## src/rtl/fixed_point_add_arbiter_pkg.sv

```systemverilog
// Shared fixed-point types, saturation limits and arbiter state encoding.
// FIXED_W defaults to 32 (Q16.16) unless the build defines it.
`ifndef FIXED_W
`define FIXED_W 32
`endif

package fixed_point_add_arbiter_pkg;
  typedef logic signed [`FIXED_W-1:0] fixed_point_t;

  localparam fixed_point_t FIXED_MAX = {1'b0, {(`FIXED_W-1){1'b1}}};
  localparam fixed_point_t FIXED_MIN = {1'b1, {(`FIXED_W-1){1'b0}}};

  typedef enum logic {
    EMPTY = 1'b0,
    FULL  = 1'b1
  } arb_state_t;
endpackage

```

## src/rtl/fixed_point_add_arbiter_if.sv

```systemverilog
// Request/response bundle between NUM_REQ clients and the shared adder.
interface fixed_point_add_arbiter_if #(
  parameter int NUM_REQ   = 4,
  parameter int OVF_CNT_W = 16
);
  import fixed_point_add_arbiter_pkg::*;

  localparam int ID_W = $clog2(NUM_REQ);

  logic         [NUM_REQ-1:0] req_valid;
  fixed_point_t [NUM_REQ-1:0] req_op1;
  fixed_point_t [NUM_REQ-1:0] req_op2;
  logic         [NUM_REQ-1:0] req_ready;
  logic                       rsp_valid;
  logic                       rsp_ready;
  fixed_point_t               rsp_result;
  logic                       rsp_overflow;
  logic         [ID_W-1:0]    rsp_id;
  logic         [OVF_CNT_W-1:0] ovf_count;
  logic                       ovf_clear;

  modport master (
    output req_valid, req_op1, req_op2, rsp_ready, ovf_clear,
    input  req_ready, rsp_valid, rsp_result, rsp_overflow, rsp_id, ovf_count
  );

  modport slave (
    input  req_valid, req_op1, req_op2, rsp_ready, ovf_clear,
    output req_ready, rsp_valid, rsp_result, rsp_overflow, rsp_id, ovf_count
  );
endinterface

```

## src/rtl/fixed_point_add.sv

```systemverilog
// Combinational two's-complement adder with signed-overflow detect.
module fixed_point_add
  import fixed_point_add_arbiter_pkg::*;
(
  input  fixed_point_t a,
  input  fixed_point_t b,
  output fixed_point_t sum,
  output logic         overflow
);
  assign sum      = a + b;
  assign overflow = (a[`FIXED_W-1] == b[`FIXED_W-1]) && (sum[`FIXED_W-1] != a[`FIXED_W-1]);
endmodule

```

## src/rtl/fixed_point_add_arbiter_rr_arbiter.sv

```systemverilog
// Combinational round-robin picker: first set request at or after rr_ptr, with wrap.
module rr_arbiter #(
  parameter  int NUM_REQ = 4,
  localparam int ID_W    = $clog2(NUM_REQ)
) (
  input  logic [NUM_REQ-1:0] req,
  input  logic [ID_W-1:0]    rr_ptr,
  input  logic               enable,
  output logic [NUM_REQ-1:0] grant,
  output logic [ID_W-1:0]    grant_idx
);
  localparam logic [ID_W:0] NREQ_W = (ID_W+1)'(NUM_REQ);

  logic            found;
  logic [ID_W:0]   wide;
  logic [ID_W-1:0] idx;

  always_comb begin
    grant     = '0;
    grant_idx = '0;
    found     = 1'b0;
    wide      = '0;
    idx       = '0;
    for (int i = 0; i < NUM_REQ; i++) begin
      wide = {1'b0, rr_ptr} + (ID_W+1)'(i);
      if (wide >= NREQ_W) wide = wide - NREQ_W;
      idx = wide[ID_W-1:0];
      if (enable && !found && req[idx]) begin
        found      = 1'b1;
        grant[idx] = 1'b1;
        grant_idx  = idx;
      end
    end
  end
endmodule

```

## src/rtl/fixed_point_add_arbiter.sv

```systemverilog
// Round-robin shared fixed-point adder with a one-entry registered response.
// Optional macro FIXED_ADD_SATURATE_EN clamps overflowing sums to FIXED_MAX/FIXED_MIN.
module fixed_point_add_arbiter
  import fixed_point_add_arbiter_pkg::*;
#(
  parameter int NUM_REQ   = 4,
  parameter int OVF_CNT_W = 16
) (
  input  logic                  clk,
  input  logic                  rst_n,
  fixed_point_add_arbiter_if.slave bus
);
  localparam int ID_W = $clog2(NUM_REQ);
`ifdef FIXED_ADD_SATURATE_EN
  localparam bit SAT_EN = 1'b1;
`else
  localparam bit SAT_EN = 1'b0;
`endif

  arb_state_t      state;
  logic [ID_W-1:0] rr_ptr;
  logic            can_accept;
  logic            grant_vld;
  logic [NUM_REQ-1:0] grant;
  logic [ID_W-1:0] grant_idx;
  fixed_point_t    op1_p0, op2_p0, sum_p0;
  logic            ovf_p0;

  function automatic fixed_point_t saturate(fixed_point_t a, fixed_point_t sum, logic ovf);
    if (SAT_EN && ovf) return a[`FIXED_W-1] ? FIXED_MIN : FIXED_MAX;
    return sum;
  endfunction

  // Held in reset, the arbiter grants nothing even though state reads EMPTY.
  assign can_accept = rst_n & ((state == EMPTY) | (bus.rsp_valid & bus.rsp_ready));

  rr_arbiter #(.NUM_REQ(NUM_REQ)) u_rr_arbiter (
    .req       (bus.req_valid),
    .rr_ptr    (rr_ptr),
    .enable    (can_accept),
    .grant     (grant),
    .grant_idx (grant_idx)
  );

  assign bus.req_ready = grant;
  assign grant_vld     = |grant;
  assign op1_p0        = bus.req_op1[grant_idx];
  assign op2_p0        = bus.req_op2[grant_idx];

  fixed_point_add u_fixed_point_add (
    .a        (op1_p0),
    .b        (op2_p0),
    .sum      (sum_p0),
    .overflow (ovf_p0)
  );

  // p0 -> response register
  always_ff @(posedge clk or negedge rst_n) begin
    if (!rst_n) begin
      state            <= EMPTY;
      rr_ptr           <= '0;
      bus.rsp_valid    <= 1'b0;
      bus.rsp_result   <= '0;
      bus.rsp_overflow <= 1'b0;
      bus.rsp_id       <= '0;
      bus.ovf_count    <= '0;
    end else begin
      if (grant_vld) begin
        state            <= FULL;
        bus.rsp_valid    <= 1'b1;
        bus.rsp_result   <= saturate(op1_p0, sum_p0, ovf_p0);
        bus.rsp_overflow <= ovf_p0;
        bus.rsp_id       <= grant_idx;
        rr_ptr           <= (grant_idx == ID_W'(NUM_REQ-1)) ? '0 : grant_idx + 1'b1;
      end else if (bus.rsp_valid && bus.rsp_ready) begin
        state         <= EMPTY;
        bus.rsp_valid <= 1'b0;
      end

      if (bus.ovf_clear)
        bus.ovf_count <= '0;
      else if (grant_vld && ovf_p0 && (bus.ovf_count != '1))
        bus.ovf_count <= bus.ovf_count + 1'b1;
    end
  end
endmodule

```

## src/flat_wrapper.sv

```systemverilog
// flat-port wrapper written by rule: the top's interface ports become plain ports
module fixed_point_add_arbiter_flat import fixed_point_add_arbiter_pkg::*;
#(
  parameter int NUM_REQ   = 4,
  parameter int OVF_CNT_W = 16
)
  (clk, rst_n, bus_req_valid, bus_req_op1, bus_req_op2, bus_rsp_ready, bus_ovf_clear, bus_req_ready, bus_rsp_valid, bus_rsp_result, bus_rsp_overflow, bus_rsp_id, bus_ovf_count);
  fixed_point_add_arbiter_if #(.NUM_REQ(NUM_REQ), .OVF_CNT_W(OVF_CNT_W)) bus_i ();
  input  logic clk;
  input  logic rst_n;
  input wire logic [$bits(bus_i.req_valid)-1:0] bus_req_valid;
  input wire logic [$bits(bus_i.req_op1)-1:0] bus_req_op1;
  input wire logic [$bits(bus_i.req_op2)-1:0] bus_req_op2;
  input wire logic [$bits(bus_i.rsp_ready)-1:0] bus_rsp_ready;
  input wire logic [$bits(bus_i.ovf_clear)-1:0] bus_ovf_clear;
  output wire logic [$bits(bus_i.req_ready)-1:0] bus_req_ready;
  output wire logic [$bits(bus_i.rsp_valid)-1:0] bus_rsp_valid;
  output wire logic [$bits(bus_i.rsp_result)-1:0] bus_rsp_result;
  output wire logic [$bits(bus_i.rsp_overflow)-1:0] bus_rsp_overflow;
  output wire logic [$bits(bus_i.rsp_id)-1:0] bus_rsp_id;
  output wire logic [$bits(bus_i.ovf_count)-1:0] bus_ovf_count;
  assign bus_i.req_valid = bus_req_valid;
  assign bus_i.req_op1 = bus_req_op1;
  assign bus_i.req_op2 = bus_req_op2;
  assign bus_i.rsp_ready = bus_rsp_ready;
  assign bus_i.ovf_clear = bus_ovf_clear;
  assign bus_req_ready = bus_i.req_ready;
  assign bus_rsp_valid = bus_i.rsp_valid;
  assign bus_rsp_result = bus_i.rsp_result;
  assign bus_rsp_overflow = bus_i.rsp_overflow;
  assign bus_rsp_id = bus_i.rsp_id;
  assign bus_ovf_count = bus_i.ovf_count;
  fixed_point_add_arbiter #(.NUM_REQ(NUM_REQ), .OVF_CNT_W(OVF_CNT_W)) u_core (.clk(clk), .rst_n(rst_n), .bus(bus_i));
endmodule
```

## config.mk

```make
export PLATFORM = sky130hd
export DESIGN_NAME = fixed_point_add_arbiter_flat
export DESIGN_NICKNAME = d
export VERILOG_FILES = /design/src/rtl/fixed_point_add_arbiter_pkg.sv /design/src/rtl/fixed_point_add_arbiter_if.sv /design/src/rtl/fixed_point_add.sv /design/src/rtl/fixed_point_add_arbiter_rr_arbiter.sv /design/src/rtl/fixed_point_add_arbiter.sv /design/src/flat_wrapper.sv
export SDC_FILE = /design/constraint.sdc
export NUM_CORES = 1
export LEC_CHECK = 0
export ABC_CLOCK_PERIOD_IN_PS = 16350
export CORE_MARGIN = 4
export CORE_UTILIZATION = 45
export CTS_BUF_LIST = sky130_fd_sc_hd__clkbuf_8 sky130_fd_sc_hd__clkbuf_16
export DETAILED_ROUTE_END_ITERATION = 16
export GPL_ROUTABILITY_DRIVEN = 0
export HOLD_SLACK_MARGIN = 0.15
export PLACE_DENSITY = 0.89
export SYNTH_ARGS = -nofsm -noshare
export SYNTH_HDL_FRONTEND = slang
export SYNTH_HIERARCHICAL = 1
export SYNTH_SLANG_ARGS = --single-unit
```

## constraint.sdc

```tcl
create_clock -name clk -period 16.35 [get_ports clk]
set_clock_uncertainty 0.15 [all_clocks]
set_input_delay 2.4525 -clock clk [delete_from_list [all_inputs] [get_ports clk]]
set_output_delay 2.4525 -clock clk [all_outputs]
set_load 0.005 [all_outputs]
```

=== Word-level counts from Yosys, hierarchy flattened ===
Cells that the tools add are included.

* Flip-flop bits (word level): 54
* Output and inout bits: 56
* Logic and storage cells: 101

* Add/sub/neg operators: 10
* Magnitude comparators: 13
* Eq/ne operators: 4
* Mux-type cells: 40
* Bitwise logic cells: 7
* Reductions and logical operators: 21

{| class="wikitable"
|+ Operator list
! operator !! number
|-
| binary-select mux 32 bit (select 2 bit) || 2
|-
| 2-to-1 mux 32 bit || 2
|-
| adder 32 bit || 1
|-
| 2-to-1 mux 16 bit || 2
|-
| 2-to-1 mux 2 bit || 9
|-
| adder 16 x 1 -> 16 bit (second input constant) || 1
|-
| 2-to-1 mux 4 bit || 4
|-
| != test 16 bit (second input constant) || 1
|-
| logical AND 1 bit || 15
|-
| < comparator 2 x 3 -> 1 bit (second input constant) || 5
|-
| 2-to-1 mux 1 bit || 13
|-
| OR 4 bit || 3
|-
| >= comparator 3 bit (second input constant) || 3
|-
| binary-select mux 1 bit (select 2 bit) || 4
|-
| demux 1 bit (select 2 bit) || 4
|-
| >= comparator 2 x 1 -> 1 bit (second input constant) || 4
|-
| subtractor 2 x 1 -> 2 bit (second input constant) || 4
|-
| adder 2 x 2 -> 3 bit (second input constant) || 2
|-
| nonzero test 2 bit || 2
|-
| OR reduction 4 bit || 1
|-
| adder 2 x 1 -> 3 bit (second input constant) || 1
|-
| >= comparator 2 x 3 -> 1 bit (second input constant) || 1
|-
| zero test 1 bit || 3
|-
| adder 2 x 1 -> 2 bit (second input constant) || 1
|-
| 6 further kinds || 7
|}

=== Logic depth before layout (Yosys ltp) ===
* Word-level depth: 27
* Mapped depth: 25

=== Modules after synthesis ===
Netlist, hierarchy kept.

{| class="wikitable"
|+ Modules (own cells, without submodules)
! module !! times used !! cells each !! area an instance (um^2) !! seq. area each (um^2)
|-
| fixed_point_add_arbiter || 1 || 262 || 3831.2 || 1351.3
|-
| fixed_point_add || 1 || 266 || 1931.9 || 0.0
|-
| rr_arbiter || 1 || 71 || 636.9 || 0.0
|}

=== Worst setup path after synthesis ===
Ideal clock, no wire load.

* Path type: input to register
* Start point: in bus_rsp_ready
* End point: reg u_core.bus.ovf_count[11]
* Library setup time: 125 ps
* Arrival time: 7606 ps
* Required time: 16075 ps
* Path slack: 8469 ps
* Stages on the path: 22
* Path buffers: 3
* Cells stage by stage: nand2b_1 and2_1 inv_1 nor4_4 o21ai_2 o22ai_1 clkbuf_1 buf_1 mux4_2 ha_1 a21o_1 nand2b_1 o32ai_2 nor3_2 a2111oi_4 a31oi_2 mux2i_1 o41a_1 nand4_1 clkbuf_1 nor4_1 mux2_2

* Word-level cells in the longest chain between the ends: 25
* Elaborated cells on any way between the ends: 39
* Classes of those cells: add/sub (1); eq/ne (2); mux (15); bitwise (6); reduce/logical (15)

{| class="wikitable"
|+ RTL lines
! element !! RTL line !! source
|-
| from (decl) || flat_wrapper.sv:14 || <nowiki>input wire logic [$bits(bus_i.rsp_ready)-1:0] bus_rsp_ready;</nowiki>
|-
| AND 1 bit * || fixed_point_add_arbiter.sv:35 || <nowiki>assign can_accept = rst_n & ((state == EMPTY) | (bus.rsp_valid & bus.rsp_ready));</nowiki>
|-
| OR 1 bit * || fixed_point_add_arbiter.sv:35 ||
|-
| AND 1 bit * || fixed_point_add_arbiter.sv:35 ||
|-
| via u_core.can_accept || fixed_point_add_arbiter.sv:22 || <nowiki>logic can_accept;</nowiki>
|-
| logical AND 1 bit || fixed_point_add_arbiter_rr_arbiter.sv:28 || <nowiki>if (enable && !found && req[idx]) begin</nowiki>
|-
| 2-to-1 mux 1 bit || fixed_point_add_arbiter_rr_arbiter.sv:28 ||
|-
| zero test 1 bit || fixed_point_add_arbiter_rr_arbiter.sv:28 ||
|-
| logical AND 1 bit (2 in a row) || fixed_point_add_arbiter_rr_arbiter.sv:28 ||
|-
| (+9 left out) || - ||
|-
| via u_core.grant_idx[1] || fixed_point_add_arbiter.sv:25 || <nowiki>logic [ID_W-1:0] grant_idx;</nowiki>
|-
| (+1 left out) || - ||
|-
| 2-to-1 mux 32 bit (implied by the code) * || fixed_point_add_arbiter.sv:47 || <nowiki>assign op1_p0 = bus.req_op1[grant_idx];</nowiki>
|-
| via u_core.op1_p0[14] || fixed_point_add_arbiter.sv:26 || <nowiki>fixed_point_t op1_p0, op2_p0, sum_p0;</nowiki>
|-
| adder 32 bit * || fixed_point_add.sv:10 || <nowiki>assign sum = a + b;</nowiki>
|-
| != test 1 bit * || fixed_point_add.sv:11 || <nowiki>assign overflow = (a[`FIXED_W-1] == b[`FIXED_W-1]) && (sum[`FIXED_W-1] != a[`FIXED_W-1]);</nowiki>
|-
| logical AND 1 bit * || fixed_point_add.sv:11 ||
|-
| via u_core.ovf_p0 || fixed_point_add_arbiter.sv:27 || <nowiki>logic ovf_p0;</nowiki>
|-
| logical AND 1 bit * (2 in a row) || fixed_point_add_arbiter.sv:82 || <nowiki>else if (grant_vld && ovf_p0 && (bus.ovf_count != '1))</nowiki>
|-
| nonzero test 2 bit (no source line) * || - ||
|-
| to (signal assigned) || fixed_point_add_arbiter.sv:83 || <nowiki>bus.ovf_count <= bus.ovf_count + 1'b1;</nowiki>
|-
| to (decl) || fixed_point_add_arbiter_if.sv:29 || <nowiki>output req_ready, rsp_valid, rsp_result, rsp_overflow, rsp_id, ovf_count</nowiki>
|}

Mark *: on every way through the listed nets, which the timed path passes. The rest lies on a longest branch. The select of a mux whose other input is x is not followed.
A chain may end at the register's enable or synchronous reset.

=== Worst setup path in the final report ===
* Start point: in bus_req_valid[2]
* End point: reg u_core.bus.ovf_count[7]

* Word-level cells in the longest chain between the ends: 24
* Elaborated cells on any way between the ends: 44
* Classes of those cells: add/sub (1); eq/ne (2); mux (23); bitwise (3); reduce/logical (15)

{| class="wikitable"
|+ RTL lines
! element !! RTL line !! source
|-
| from (decl) || flat_wrapper.sv:11 || <nowiki>input wire logic [$bits(bus_i.req_valid)-1:0] bus_req_valid;</nowiki>
|-
| binary-select mux 1 bit (select 2 bit) || fixed_point_add_arbiter_rr_arbiter.sv:28 ||
|-
| 2-to-1 mux 1 bit (implied by the code) || fixed_point_add_arbiter_rr_arbiter.sv:28 ||
|-
| logical AND 1 bit || fixed_point_add_arbiter_rr_arbiter.sv:28 ||
|-
| 2-to-1 mux 1 bit || fixed_point_add_arbiter_rr_arbiter.sv:28 ||
|-
| zero test 1 bit || fixed_point_add_arbiter_rr_arbiter.sv:28 ||
|-
| logical AND 1 bit (2 in a row) || fixed_point_add_arbiter_rr_arbiter.sv:28 ||
|-
| 2-to-1 mux 1 bit || fixed_point_add_arbiter_rr_arbiter.sv:28 ||
|-
| zero test 1 bit || fixed_point_add_arbiter_rr_arbiter.sv:28 ||
|-
| (+7 left out) || - ||
|-
| via u_core.grant_idx[0] || fixed_point_add_arbiter.sv:25 ||
|-
| (+1 left out) || - ||
|-
| 2-to-1 mux 32 bit (implied by the code) * || fixed_point_add_arbiter.sv:47 ||
|-
| via u_core.op1_p0[7] || fixed_point_add_arbiter.sv:26 ||
|-
| adder 32 bit * || fixed_point_add.sv:10 ||
|-
| != test 1 bit * || fixed_point_add.sv:11 ||
|-
| logical AND 1 bit * || fixed_point_add.sv:11 ||
|-
| via u_core.ovf_p0 || fixed_point_add_arbiter.sv:27 ||
|-
| logical AND 1 bit * (2 in a row) || fixed_point_add_arbiter.sv:82 ||
|-
| nonzero test 2 bit (no source line) * || - ||
|}

Marks and branches as above.

==> results.json <==
{
  "grt_use_total": 0.268,
  "cp_top_family": "simple AND/OR/NAND/NOR gates",
  "peakVddDrop_mv": 0.111,
  "clockPowerShare": 0.062,
  "drtIter0Drc": 529,
  "area_growth_syn_to_layout_pct": 53.8,
  "swShare": 0.459,
  "layout-drive-gt1-share": 0.168,
  "grt_max_degree": 67,
  "grt_pass1_wl_mm": 34.6,
  "yosys.area.top_type_share": 0.239,
  "root_buffer": "clkbuf_16",
  "period_needed_ps": 9650,
  "yosysWarnings": 6,
  "dpl_cell_area_um2": 9680,
  "first_pass_iters": 5,
  "post-place-ws_ps": 6490,
  "power.switching_mw": 0.861,
  "share_seq_of_total_power": 0.122,
  "netlist-cell-type-count": 73,
  "io_pins": 320,
  "final.period_utilization": 0.590,
  "nets": 1199,
  "finalMaxSlewViolations": 0,
  "status": "finished, final reports clean",
  "rows": 43,
  "detail_route.vias_per_cell": 5.98,
  "place.port_buffers": 319,
  "relSlewSlack": 0.197,
  "cts_sinks": 54,
  "rsz0062_at_grt": "false",
  "die_w_um": 127,
  "p_int_mw": 1.02,
  "numCtsBuffers": 5,
  "tritoncts": "built",
  "cts_hold_buffers": 0,
  "worstMarginPinSlew_ps": 1190,
  "cp_slowest_cell": "or4_2",
  "drc": 0,
  "hold_violations": 0,
  "min_path_type": "reg2reg",
  "synth_nets": 905,
  "yosysMostFrequentCell": "mux4_2",
  "cts_resized": 0,
  "ys_async_sr_fraction": 1.00,
  "fp.dieH_um": 127,
  "synthTopCellsByCount": "68 x mux4_2, 54 x dfrtp_1, 45 x a21oi_1",
  "cts.reportedPaths.clkPinSlew_ps": 80,
  "cp_max_fo": 46,
  "critPathRequiredTime_ps": 16410,
  "fmax_mhz": 104,
  "grt-ovfl-total": 0,
  "netlist_instances": 599,
  "postRouteAntennaNets": 0,
  "via_count": 6430,
  "start_kind": "input port",
  "cpPeakStageDelay_ps": 790,
  "powerDensity_nw_per_um2": 191,
  "ys_seq_elements": 54,
  "antenna_found_initial": 1,
  "grt_pass1_vias": 6806,
  "maxCapViolations": 0,
  "clk_latency_ps": 300,
  "synth_largest_area_cell": "mux4_2",
  "ys_seq_area_frac": 0.211,
  "synth_edf_count": 0,
  "n_fill_cell": 1035,
  "wl_per_cell_um": 20.6,
  "final.setup.tns_ps": 0,
  "start_util": 0.461,
  "cts_max_level": 2,
  "final_cell_area_um2": 9840,
  "worstPathArrival_ps": 9710,
  "dieArea_um2": 16200,
  "crit_buf_inv": 3,
  "endpoint_kind": "register",
  "crit_type": "in2reg",
  "wirelength_mm": 22.2,
  "synth.area.top_cells": "mux4_2 24%, dfrtp_1 21%, ha_1 8.0%",
  "p_leak_nw": 3.72,
  "cts_setup_buffers": 0,
  "synth_area_um2": 6400,
  "timing.final.ws_setup_ps": 6700,
  "crit_chain": "clkdlybuf4s50_1 -> mux4_2 -> nor2b_1 -> o21ai_0 -> a21oi_4 -> buf_4 -> buf_4 -> mux4_2 -> ha_1 -> nand3_1 -> a211oi_1 -> nor4_2 -> nor3_2 -> a2111oi_4 -> a31oi_2 -> mux2i_1 -> o41a_1 -> nand4_1 -> or4_2 -> a21oi_1",
  "synth_ff_type": "dfrtp_1",
  "synth_area_per_cell_um2": 10.7,
  "finalSetupViolations": 0,
  "cts_buffer_depth": 2,
  "core_um2": 13900,
  "p_comb_frac": 0.817,
  "dpl.hpwl_mm": 18.6
}
## cell type report
type	count	area, um2	area share
Multi-Input combinational cell	491	4820	0.489
Timing Repair Buffer	324	3230	0.328
Sequential cell	54	1350	0.137
Tap cell	180	225	0.0229
Clock buffer	5	125	0.0127
Inverter	17	63.8	0.00648
Clock inverter	3	28.8	0.00292
Antenna cell	2	5.00	0.000509
## path summary, 6_finish.rpt
path                                         startpoint                                    to  slack (ps)  depth (start not counted)
hold reg to reg                u_core/state$_DFFE_PN0P_              u_core/state$_DFFE_PN0P_         350                          2
hold / removal                 u_core/state$_DFFE_PN0P_              u_core/state$_DFFE_PN0P_         350                          2
max in group asynchronous                         rst_n              u_core/state$_DFFE_PN0P_       13400                          2
setup reg to reg           u_core/rr_ptr[0]$_DFFE_PN0P_   u_core/bus.ovf_count[7]$_DFFE_PN0P_        7900                         21
setup / recovery                       bus_req_valid[2]   u_core/bus.ovf_count[7]$_DFFE_PN0P_        6700                         20
min in group asynchronous                         rst_n  u_core/bus.rsp_result[1]$_DFFE_PN0P_        2150                          2
## metal layers
layer,GRT usage,part of all wire
met5,0,0
met4,0.0890,0.031
met2,0.500,0.54
met1,0.309,0.36
met3,0.0485,0.065
## power by group through the flow
| stage | combinational (mW) | sequential [mW] | clock, mW |
|---|---|---|---|
| detailed placement | 1.53 | 0.231 | 0 |
| finish | 1.53 | 0.228 | 0.116 |
| floorplan | 1.13 | 0.224 | 0 |
| CTS | 1.53 | 0.228 | 0.118 |
| global placement | 1.49 | 0.228 | 0 |
| global route | 1.67 | 0.236 | 0.123 |
## placed cells by master (no fill, tap or decap), drive strengths merged, types with 11 or more instances in the layout
cell type and count:
clkdlybuf4s50 318, mux4 68, dfrtp 54, a21oi 48, mux2 43, ha 41, nand2 39, nor2 24
a21o 20, inv 19, xnor2 18, o21ai 18, nand3 12, nand4 12, o21a 11, nor4 11
## metrics by stage
step	power, mW	hold slack [ps]	util	std cells
finish	1.88	347	0.709	1076
global placement	1.72	320	0.697	1066
floorplan	1.35	321	-	599
global route	2.03	381	0.709	1076
detailed placement	1.76	334	0.697	1066
CTS	1.88	352	0.709	1074
## worst reg2reg max path, stage by stage, from the launching register on
cell	delay, ps
dfrtp_1	810
inv_2	180
ha_1	630
mux4_2	490
nor2b_1	140
o21ai_0	130
a21oi_4	200
buf_4	370
buf_4	750
mux4_2	680
ha_1	450
nand3_1	190
a211oi_1	450
nor4_2	110
nor3_2	300
a2111oi_4	110
a31oi_2	300
mux2i_1	270
o41a_1	260
nand4_1	420
or4_2	790
a21oi_1	170
## logic make-up (layout without fill, tap and decap cells)
| group | after synthesis | in the layout | synth area share |
|---|---|---|---|
| AND/OR/NAND/NOR | 150 | 150 | 0.132 |
| multiplexers | 115 | 115 | 0.322 |
| AO/OA/AOI/OAI | 156 | 156 | 0.172 |
| flip-flops | 54 | 54 | 0.211 |
| adder cells (fa/ha/maj) | 42 | 42 | 0.0833 |
| XOR/XNOR | 28 | 28 | 0.0383 |
| other | 0 | 2 | 0 |
| buffers and inverters | 54 | 349 | 0.0412 |
## state kept, by name, indices dropped and copies added, names as in the netlist
name,count
u_core/state,1
u_core/bus.rsp_result,32
u_core/rr_ptr,2
u_core/bus.rsp_overflow,1
u_core/bus.rsp_id,2
u_core/bus.ovf_count,16
(Power assumes the default switching activity.)
